[config.mk]
export PLATFORM = sky130hd
export DESIGN_NAME = regfile_access_ctrl
export DESIGN_NICKNAME = d
export VERILOG_FILES = /design/src/rtl/regfile_access_ctrl_pkg.sv /design/src/rtl/regfile_access_ctrl_rr_arbiter2.sv /design/src/rtl/regfile_access_ctrl.sv
export SDC_FILE = /design/constraint.sdc
export NUM_CORES = 1
export LEC_CHECK = 0
export BUFFER_PORTS_ARGS = -buffer_cell sky130_fd_sc_hd__buf_2
export CAP_MARGIN = 5
export CORE_MARGIN = 2
export CORE_UTILIZATION = 40
export DETAILED_ROUTE_END_ITERATION = 6
export HOLD_SLACK_MARGIN = 0.15
export PLACE_DENSITY = 0.73
export SLEW_MARGIN = 10
export SYNTH_ARGS = -nofsm -noshare
export SYNTH_HDL_FRONTEND = slang
export SYNTH_SLANG_ARGS = --single-unit
[constraint.sdc]
create_clock -name clk -period 10.9 [get_ports clk]
set_input_delay 2.18 -clock clk [delete_from_list [all_inputs] [get_ports clk]]
set_output_delay 2.18 -clock clk [all_outputs]
set_load 0.01 [all_outputs]
[src/rtl/regfile_access_ctrl_pkg.sv]
// Shared types and constants for the register-file access controller.
package regfile_access_ctrl_pkg;

    localparam int NUM_REQ = 2;

    // Sequencer states: one register-file access takes SETUP, STROBE, CAPTURE.
    typedef enum logic [2:0] {
        ST_INIT    = 3'd0,
        ST_IDLE    = 3'd1,
        ST_SETUP   = 3'd2,
        ST_STROBE  = 3'd3,
        ST_CAPTURE = 3'd4
    } state_t;

    typedef enum logic {
        OP_READ  = 1'b0,
        OP_WRITE = 1'b1
    } op_t;

endpackage

[src/rtl/regfile_access_ctrl_rr_arbiter2.sv]
// Two-way round-robin arbiter. The pointer holds the last granted requester;
// on contention the other requester wins. The pointer only moves when the
// grant is actually taken, so a requester that withdraws loses nothing.
module rr_arbiter2
    import regfile_access_ctrl_pkg::*;
(
    input  logic               clk,
    input  logic               rst,
    input  logic [NUM_REQ-1:0] req,
    input  logic               accept,
    output logic [NUM_REQ-1:0] grant
);

    logic ptr_q;
    logic ptr_d;

    // Grant selection and pointer update on an accepted grant.
    always_comb begin
        grant = req;
        if (req == 2'b11) begin
            grant = ptr_q ? 2'b01 : 2'b10;
        end
        ptr_d = ptr_q;
        if (accept) begin
            ptr_d = grant[1];
        end
    end

    // Pointer register; reset value 1 lets requester 0 win first.
    always_ff @(posedge clk or posedge rst) begin
        if (rst) begin
            ptr_q <= 1'b1;
        end else begin
            ptr_q <= ptr_d;
        end
    end

endmodule

[src/rtl/regfile_access_ctrl.sv]
// Sequencer and two-requester arbiter for a strobe-driven register file.
// Each accepted request runs SETUP -> STROBE -> CAPTURE so that indices and
// data are stable a full cycle before and after each one-cycle strobe.
module regfile_access_ctrl
    import regfile_access_ctrl_pkg::*;
#(
    parameter int REG_WIDTH = 32,
    parameter int NAME_BITS = 5
) (
    input  logic                         clk,
    input  logic                         rst,
    input  logic [NUM_REQ-1:0]           req_valid,
    output logic [NUM_REQ-1:0]           req_ready,
    input  logic [NUM_REQ-1:0]           req_we,
    input  logic [NUM_REQ*NAME_BITS-1:0] req_rs1,
    input  logic [NUM_REQ*NAME_BITS-1:0] req_rs2,
    input  logic [NUM_REQ*NAME_BITS-1:0] req_ws,
    input  logic [NUM_REQ*REG_WIDTH-1:0] req_wd,
    output logic [NUM_REQ-1:0]           rsp_valid,
    output logic [REG_WIDTH-1:0]         rsp_rd1,
    output logic [REG_WIDTH-1:0]         rsp_rd2,
    output logic                         rf_rst,
    output logic                         rf_write,
    output logic                         rf_read,
    output logic [NAME_BITS-1:0]         rf_rs1,
    output logic [NAME_BITS-1:0]         rf_rs2,
    output logic [NAME_BITS-1:0]         rf_ws,
    output logic [REG_WIDTH-1:0]         rf_wd,
    input  logic [REG_WIDTH-1:0]         rf_rd1,
    input  logic [REG_WIDTH-1:0]         rf_rd2
);

    state_t                 state_q, state_d;
    op_t                    op_q, op_d;
    logic                   id_q, id_d;
    logic                   rf_rst_q, rf_rst_d;
    logic                   rf_write_q, rf_write_d;
    logic                   rf_read_q, rf_read_d;
    logic [NUM_REQ-1:0]     rsp_valid_q, rsp_valid_d;
    logic [REG_WIDTH-1:0]   rsp_rd1_q, rsp_rd1_d;
    logic [REG_WIDTH-1:0]   rsp_rd2_q, rsp_rd2_d;
    logic [NAME_BITS-1:0]   rf_rs1_q, rf_rs1_d;
    logic [NAME_BITS-1:0]   rf_rs2_q, rf_rs2_d;
    logic [NAME_BITS-1:0]   rf_ws_q, rf_ws_d;
    logic [REG_WIDTH-1:0]   rf_wd_q, rf_wd_d;

    logic [NUM_REQ-1:0]     grant;
    logic                   accept;
    logic                   gnt_id;

    rr_arbiter2 u_arb (
        .clk    (clk),
        .rst    (rst),
        .req    (req_valid),
        .accept (accept),
        .grant  (grant)
    );

    // Requests are only taken in IDLE; grant is one-hot or zero.
    always_comb begin
        req_ready = (state_q == ST_IDLE) ? grant : '0;
        accept    = |req_ready;
        gnt_id    = grant[1];
    end

    // Next-state and registered-output logic. Strobes and rsp_valid default
    // low so each is a single-cycle pulse; indices/data hold until the next
    // acceptance.
    always_comb begin
        state_d     = state_q;
        op_d        = op_q;
        id_d        = id_q;
        rf_rst_d    = 1'b0;
        rf_write_d  = 1'b0;
        rf_read_d   = 1'b0;
        rsp_valid_d = '0;
        rsp_rd1_d   = rsp_rd1_q;
        rsp_rd2_d   = rsp_rd2_q;
        rf_rs1_d    = rf_rs1_q;
        rf_rs2_d    = rf_rs2_q;
        rf_ws_d     = rf_ws_q;
        rf_wd_d     = rf_wd_q;

        case (state_q)
            ST_INIT: begin
                state_d = ST_IDLE;
            end
            ST_IDLE: begin
                if (accept) begin
                    op_d     = req_we[gnt_id] ? OP_WRITE : OP_READ;
                    id_d     = gnt_id;
                    rf_rs1_d = gnt_id ? req_rs1[2*NAME_BITS-1:NAME_BITS] : req_rs1[NAME_BITS-1:0];
                    rf_rs2_d = gnt_id ? req_rs2[2*NAME_BITS-1:NAME_BITS] : req_rs2[NAME_BITS-1:0];
                    rf_ws_d  = gnt_id ? req_ws[2*NAME_BITS-1:NAME_BITS]  : req_ws[NAME_BITS-1:0];
                    rf_wd_d  = gnt_id ? req_wd[2*REG_WIDTH-1:REG_WIDTH]  : req_wd[REG_WIDTH-1:0];
                    state_d  = ST_SETUP;
                end
            end
            ST_SETUP: begin
                // r0 is hardwired; a write to it completes without a strobe.
                rf_read_d  = (op_q == OP_READ);
                rf_write_d = (op_q == OP_WRITE) && (rf_ws_q != '0);
                state_d    = ST_STROBE;
            end
            ST_STROBE: begin
                state_d = ST_CAPTURE;
            end
            ST_CAPTURE: begin
                if (op_q == OP_READ) begin
                    rsp_rd1_d = rf_rd1;
                    rsp_rd2_d = rf_rd2;
                end
                rsp_valid_d[id_q] = 1'b1;
                state_d           = ST_IDLE;
            end
            default: begin
                state_d = ST_INIT;
            end
        endcase
    end

    // State and output registers; reset kills any in-flight access.
    always_ff @(posedge clk or posedge rst) begin
        if (rst) begin
            state_q     <= ST_INIT;
            op_q        <= OP_READ;
            id_q        <= 1'b0;
            rf_rst_q    <= 1'b1;
            rf_write_q  <= 1'b0;
            rf_read_q   <= 1'b0;
            rsp_valid_q <= '0;
            rsp_rd1_q   <= '0;
            rsp_rd2_q   <= '0;
            rf_rs1_q    <= '0;
            rf_rs2_q    <= '0;
            rf_ws_q     <= '0;
            rf_wd_q     <= '0;
        end else begin
            state_q     <= state_d;
            op_q        <= op_d;
            id_q        <= id_d;
            rf_rst_q    <= rf_rst_d;
            rf_write_q  <= rf_write_d;
            rf_read_q   <= rf_read_d;
            rsp_valid_q <= rsp_valid_d;
            rsp_rd1_q   <= rsp_rd1_d;
            rsp_rd2_q   <= rsp_rd2_d;
            rf_rs1_q    <= rf_rs1_d;
            rf_rs2_q    <= rf_rs2_d;
            rf_ws_q     <= rf_ws_d;
            rf_wd_q     <= rf_wd_d;
        end
    end

    assign rsp_valid = rsp_valid_q;
    assign rsp_rd1   = rsp_rd1_q;
    assign rsp_rd2   = rsp_rd2_q;
    assign rf_rst    = rf_rst_q;
    assign rf_write  = rf_write_q;
    assign rf_read   = rf_read_q;
    assign rf_rs1    = rf_rs1_q;
    assign rf_rs2    = rf_rs2_q;
    assign rf_ws     = rf_ws_q;
    assign rf_wd     = rf_wd_q;

endmodule

After elaboration in Yosys (flattened, before gate mapping):

Index checks and enable logic that the tools add are counted.

* register bits: 122
* bits of input ports: 164
* output and inout bits: 118
* logic and storage cells: 49

* $lt $le $gt $ge: 3
* equality and inequality tests: 6
* mux-type cells: 17
* bitwise gates (word level): 1
* reduce and logical (&&, ||, !) cells: 8

Operator list (count)
* $mux W32: 1
* $mux W5: 3
* $pmux W3 S4: 1
* $mux W2: 4
* $eq A3 B2 Y1 const B: 2
* $mux W1: 6
* $reduce_bool A5 Y1: 1
* $lt A1 B2 Y1 const B: 2
* $reduce_and A2 Y1: 2
* $reduce_or A2 Y1: 2
* $eq A3 B1 Y1 const B: 1
* $eq A3 B3 Y1 const B: 1
* $logic_not A3 Y1: 1
* $mux W3: 1
* $eq A2 B2 Y1 const B: 1
* $logic_and A1 B1 Y1: 2
* $ne A2 B2 Y1 const B: 1
* $demux W1 S1: 1
* $ge A1 B1 Y1 const B: 1
* $not A1 Y1: 1

Logic depth before layout (Yosys ltp):

* depth in word-level cells: 6
* depth in mapped cells: 6
* gate-level depth less buffers: 3

Cells and area by module:

From an unflattened synthesis, not the netlist that was laid out.

* cell total of the unflattened synthesis: 330
* area, all modules: 5496.5 um^2

By module, submodules not included
* regfile_access_ctrl: instances 1, cells each 324, area an instance 5429.0 um^2, sequential area each 3029.2 um^2
* rr_arbiter2: instances 1, cells each 6, area an instance 67.6 um^2, sequential area each 26.3 um^2

Worst setup path after synthesis:

OpenSTA, ideal clock, no wires.

* path kind: input port to output port
* start: in req_valid[0]
* end: out req_ready[0]
* arrival: 2748 ps
* data required time: 8720 ps
* setup slack: 5972 ps
* cell stages on the path: 3
* buffers on the path: 1
* cells stage by stage: nand4bb_1 clkbuf_1 nor2_1

* cells in the longest elaborated chain, start to end: 3

Ends and longest elaborated chain
* start: declaration: RTL line regfile_access_ctrl.sv:12 `input logic [NUM_REQ-1:0] req_valid,`
* $eq A2 B2 Y1: RTL line regfile_access_ctrl_rr_arbiter2.sv:20 `if (req == 2'b11) begin`
* $mux W2 *: RTL line regfile_access_ctrl_rr_arbiter2.sv:20
* $mux W2 *: RTL line regfile_access_ctrl.sv:61 `req_ready = (state_q == ST_IDLE) ? grant : '0;`
* end: declaration: RTL line regfile_access_ctrl.sv:13 `output logic [NUM_REQ-1:0] req_ready,`

Mark *: on every way between the ends. The rest lies on a longest branch, timed or not.

Final worst setup path:

* start: in req_valid[0]
* end: out req_ready[1]

* cells in the longest elaborated chain, start to end: 3

Ends and longest elaborated chain (RTL line)
* $eq A2 B2 Y1: regfile_access_ctrl_rr_arbiter2.sv:20
* $mux W2: regfile_access_ctrl_rr_arbiter2.sv:20
* $mux W2: regfile_access_ctrl.sv:61

No other way between the ends.

==> summary.log <==
INFO  route          drc_errors=0
INFO  placed_design  final_wtd_congestion=0.7442
INFO  clock_network  cts_num_sinks=122
INFO  floorplanning  floorplan.core_area=0.01272mm²
INFO  power_and_ir_drop clock_network_fraction_of_total_power=25.8%
INFO  clock_network  htreeDepth=4
INFO  synthesis      synth_largest_area_cell=sky130_fd_sc_hd__dfrtp_1
INFO  synthesis      yosysUniqueCellTypes=31
INFO  run_status     status=completed
INFO  synthesis      synth_top_area_share=57.20%
INFO  global_route   grt_max_degree=65
INFO  cells_and_area area_delta_synth_final=39.82%
INFO  route          post_drt_via_cell_ratio=5.052
INFO  route          dr.first_iter.drc_count=246
INFO  clock_network  insertion_delay=410ps
INFO  floorplanning  die-width=118.6µm
INFO  floorplanning  initial_utilization=41.27%
INFO  power_and_ir_drop power.density_cell_area=313.6mW/mm²
INFO  sta            share_of_the_clock_period_used_by_the_worst_path=52.21%
INFO  sta            timing.setup.tns=0ps
INFO  cells_and_area n_fill_cell=1054
INFO  min_path       timing.hold.worst.start=id_q
INFO  floorplanning  io_pins=282
INFO  power_and_ir_drop comb_power_share=38.5%
INFO  clock_network  post_cts_buffers=0
INFO  route          wire_per_inst=17.35µm
INFO  setup_path     critical_path_required=8720ps
INFO  sta            grt_setup_unrepaired=false
INFO  sta            period_minus_ws_final=5691ps
INFO  cells_and_area layout.cells.most_common_list=sky130_fd_sc_hd__buf_2, sky130_fd_sc_hd__dfrtp_1, sky130_fd_sc_hd__mux2_4
INFO  placed_design  dpl.hpwl=9789µm
INFO  synthesis      syn_inst=340
INFO  power_and_ir_drop power_leakage=3.535nW
INFO  placed_design  io_buffers=281
INFO  cells_and_area drive_above_1_share=69.52%
INFO  global_route   grt_use_total=20.48%
INFO  cells_and_area post_layout_nonfiller_instances=802
INFO  setup_path     regToRegStartpoint=state_q[2]
INFO  global_route   grt_overflow=0
INFO  setup_path     startpoint_type=input port
INFO  sta            worst_pin_slew=1144ps
INFO  power_and_ir_drop switching_fraction_of_total_power=31.93%
INFO  sta            final_max_slew_viol_count=0
INFO  floorplanning  rows=41
INFO  setup_path     worst_ep_arrival_time=3510ps
INFO  synthesis      synth_edf_count=0
INFO  power_and_ir_drop report.power.total=2.302mW
INFO  synthesis      async_reset_ff_share=100.0%
INFO  power_and_ir_drop power.share.sequential=35.6%
INFO  setup_path     critPathKind=input port to output pin
INFO  synthesis      synth_warnings=0
INFO  clock_network  tritoncts=done
INFO  global_route   grt_first_pass_wirelength=22560µm
INFO  setup_path     kind_of_capture_point_of_the_worst_setup_path=output pin
INFO  route          detail_route.wirelength=13910µm
INFO  flow_run       cap_viol_max_count=0
INFO  synthesis      syn_area=0.005250mm²
INFO  route          route.vias.total=4052
INFO  setup_path     ff2ff_setup_slack=8410ps
INFO  sta            max_freq=0.1757GHz
INFO  setup_path     crit_path_max_fanout=50
INFO  clock_network  worst_setup_hold_path_clk_slew=50ps
INFO  clock_network  cts_hold_buf=0
INFO  clock_network  tritoncts.num_buffers=17
INFO  floorplanning  die_height=118.6µm
INFO  synthesis      synthesis.nets=504
INFO  clock_network  clock_tree.buffer_depth=2
INFO  global_route   grt_antenna_before_repair=0
INFO  cells_and_area n_antenna_cell=0
INFO  placed_design  placed_cells=770
INFO  min_path       hold-path-cell-count=1
INFO  global_route   first_global_vias=4287
INFO  route          ant_nets=0
INFO  synthesis      synth_seq_cells=122
INFO  sta            hold_viol_final=0
INFO  synthesis      synth_flop_cell=sky130_fd_sc_hd__dfrtp_1
INFO  min_path       path_category_of_the_worst_min_delay_check=register to register
INFO  sta            final-setup-viol-count=0
INFO  cells_and_area mostFrequentLayoutCell=sky130_fd_sc_hd__buf_2
INFO  setup_path     reg2reg_to=rsp_rd1[30]
INFO  power_and_ir_drop p_sw=0.7351mW
INFO  sta            slew-limit-headroom=23.77%
INFO  min_path       whs_endpoint=rsp_valid[0]
INFO  synthesis      syn_area_per_cell=15.44µm²
INFO  power_and_ir_drop worst_ir_drop_vdd=0.1887mV
INFO  setup_path     number_of_cells_on_the_worst_reg_to_reg_path=4
INFO  sta            skew=5.419ps
INFO  floorplanning  dieArea=0.01406mm²
INFO  synthesis      largest_cells_by_area_after_synthesis=sky130_fd_sc_hd__dfrtp_1, sky130_fd_sc_hd__mux2_4, sky130_fd_sc_hd__o221a_2
INFO  clock_network  post_cts.resized_instances=0
INFO  power_and_ir_drop p_int=1.567mW
INFO  route          drt-pass1-iter-count=4
INFO  cells_and_area layout.nets=781
INFO  clock_network  root_buffer=sky130_fd_sc_hd__clkbuf_16
INFO  synthesis      synth_sequential_area_ratio=58.20%
-- per-stage QoR --
step | setup WS (ps) | hold slack [ps] | cell area (µm²) | utilization, %
2_1_floorplan | 5481 | 417.0 | 5250 | -
3_3_place_gp | 5235 | 445.4 | 6698 | 52.65
3_5_place_dp | 5207 | 456.8 | 6698 | 52.65
4_1_cts | 5216 | 464.3 | 7341 | 57.70
5_1_grt | 5056 | 485.7 | 7341 | 57.70
6_report | 5209 | 459.9 | 7341 | 57.70
-- worst max-delay path by stage --
stage | slack, ps | endpoint | depth (start not counted) | from
floorplan | 5480 | id_q | 1 | rst
global placement | 5230 | req_ready[1] | 5 | req_valid[0]
detailed placement | 5210 | req_ready[1] | 5 | req_valid[0]
CTS | 5220 | req_ready[1] | 5 | req_valid[0]
global route | 5060 | req_ready[1] | 5 | req_valid[0]
finish | 5210 | req_ready[1] | 5 | req_valid[0]
-- worst max-delay path, cell delays in order --
cell and delay [ps]:
sky130_fd_sc_hd__buf_2 120, sky130_fd_sc_hd__nand2_1 70, sky130_fd_sc_hd__nand3_2 770, sky130_fd_sc_hd__inv_1 200
sky130_fd_sc_hd__buf_2 160
-- flip-flops by register name, summed over array words and instances, names as in the netlist, 2 cells and up --
signal     count
rsp_valid      2
rf_rs2         5
rf_wd         32
rsp_rd1       32
rf_rs1         5
rf_ws          5
state_q        3
rsp_rd2       32
-- cell usage after synthesis (2+ instances only) --
cell                       count
sky130_fd_sc_hd__buf_2         4
sky130_fd_sc_hd__or3_1        48
sky130_fd_sc_hd__dfrtp_1     120
sky130_fd_sc_hd__dfstp_2       2
sky130_fd_sc_hd__inv_1         2
sky130_fd_sc_hd__nor2b_1       2
sky130_fd_sc_hd__mux2_4       60
sky130_fd_sc_hd__clkbuf_1     15
sky130_fd_sc_hd__o221a_2      48
sky130_fd_sc_hd__nor2_1        7
sky130_fd_sc_hd__nand2_1       4
sky130_fd_sc_hd__mux2_2        4
sky130_fd_sc_hd__buf_12        6
-- logic make-up after synthesis --
family,synth area share (%)
AO/OA/AOI/OAI,10.94
buffers and inverters,4.242
flip-flops,58.20
multiplexers,18.02
other,0.07143
AND/OR/NAND/NOR,8.532
-- layer usage --
metal / track usage (%) / wire length [µm]
met4: 7.961 / 286
met2: 33.23 / 6756
met5: 0 / 0
met1: 25.50 / 5808
met3: 6.467 / 1061
-- power by group through the flow --
stage | Combinational (mW) | Sequential (mW) | Clock [mW]
global route | 0.954 | 0.849 | 0.628
floorplan | 0.477 | 0.903 | 0
CTS | 0.896 | 0.821 | 0.608
finish | 0.887 | 0.820 | 0.595
global placement | 0.874 | 0.809 | 0
detailed placement | 0.892 | 0.821 | 0
-- cell type report --
type	instances	area [µm²]	area share (%)
Clock buffer	23	508.0	6.920
Clock inverter	9	135.1	1.841
Multi-Input combinational cell	189	1981	26.98
Timing Repair Buffer	285	1436	19.57
Inverter	2	10.01	0.1364
Sequential cell	122	3055	41.62
Tap cell	172	215.2	2.932
(Power assumes the default switching activity.)
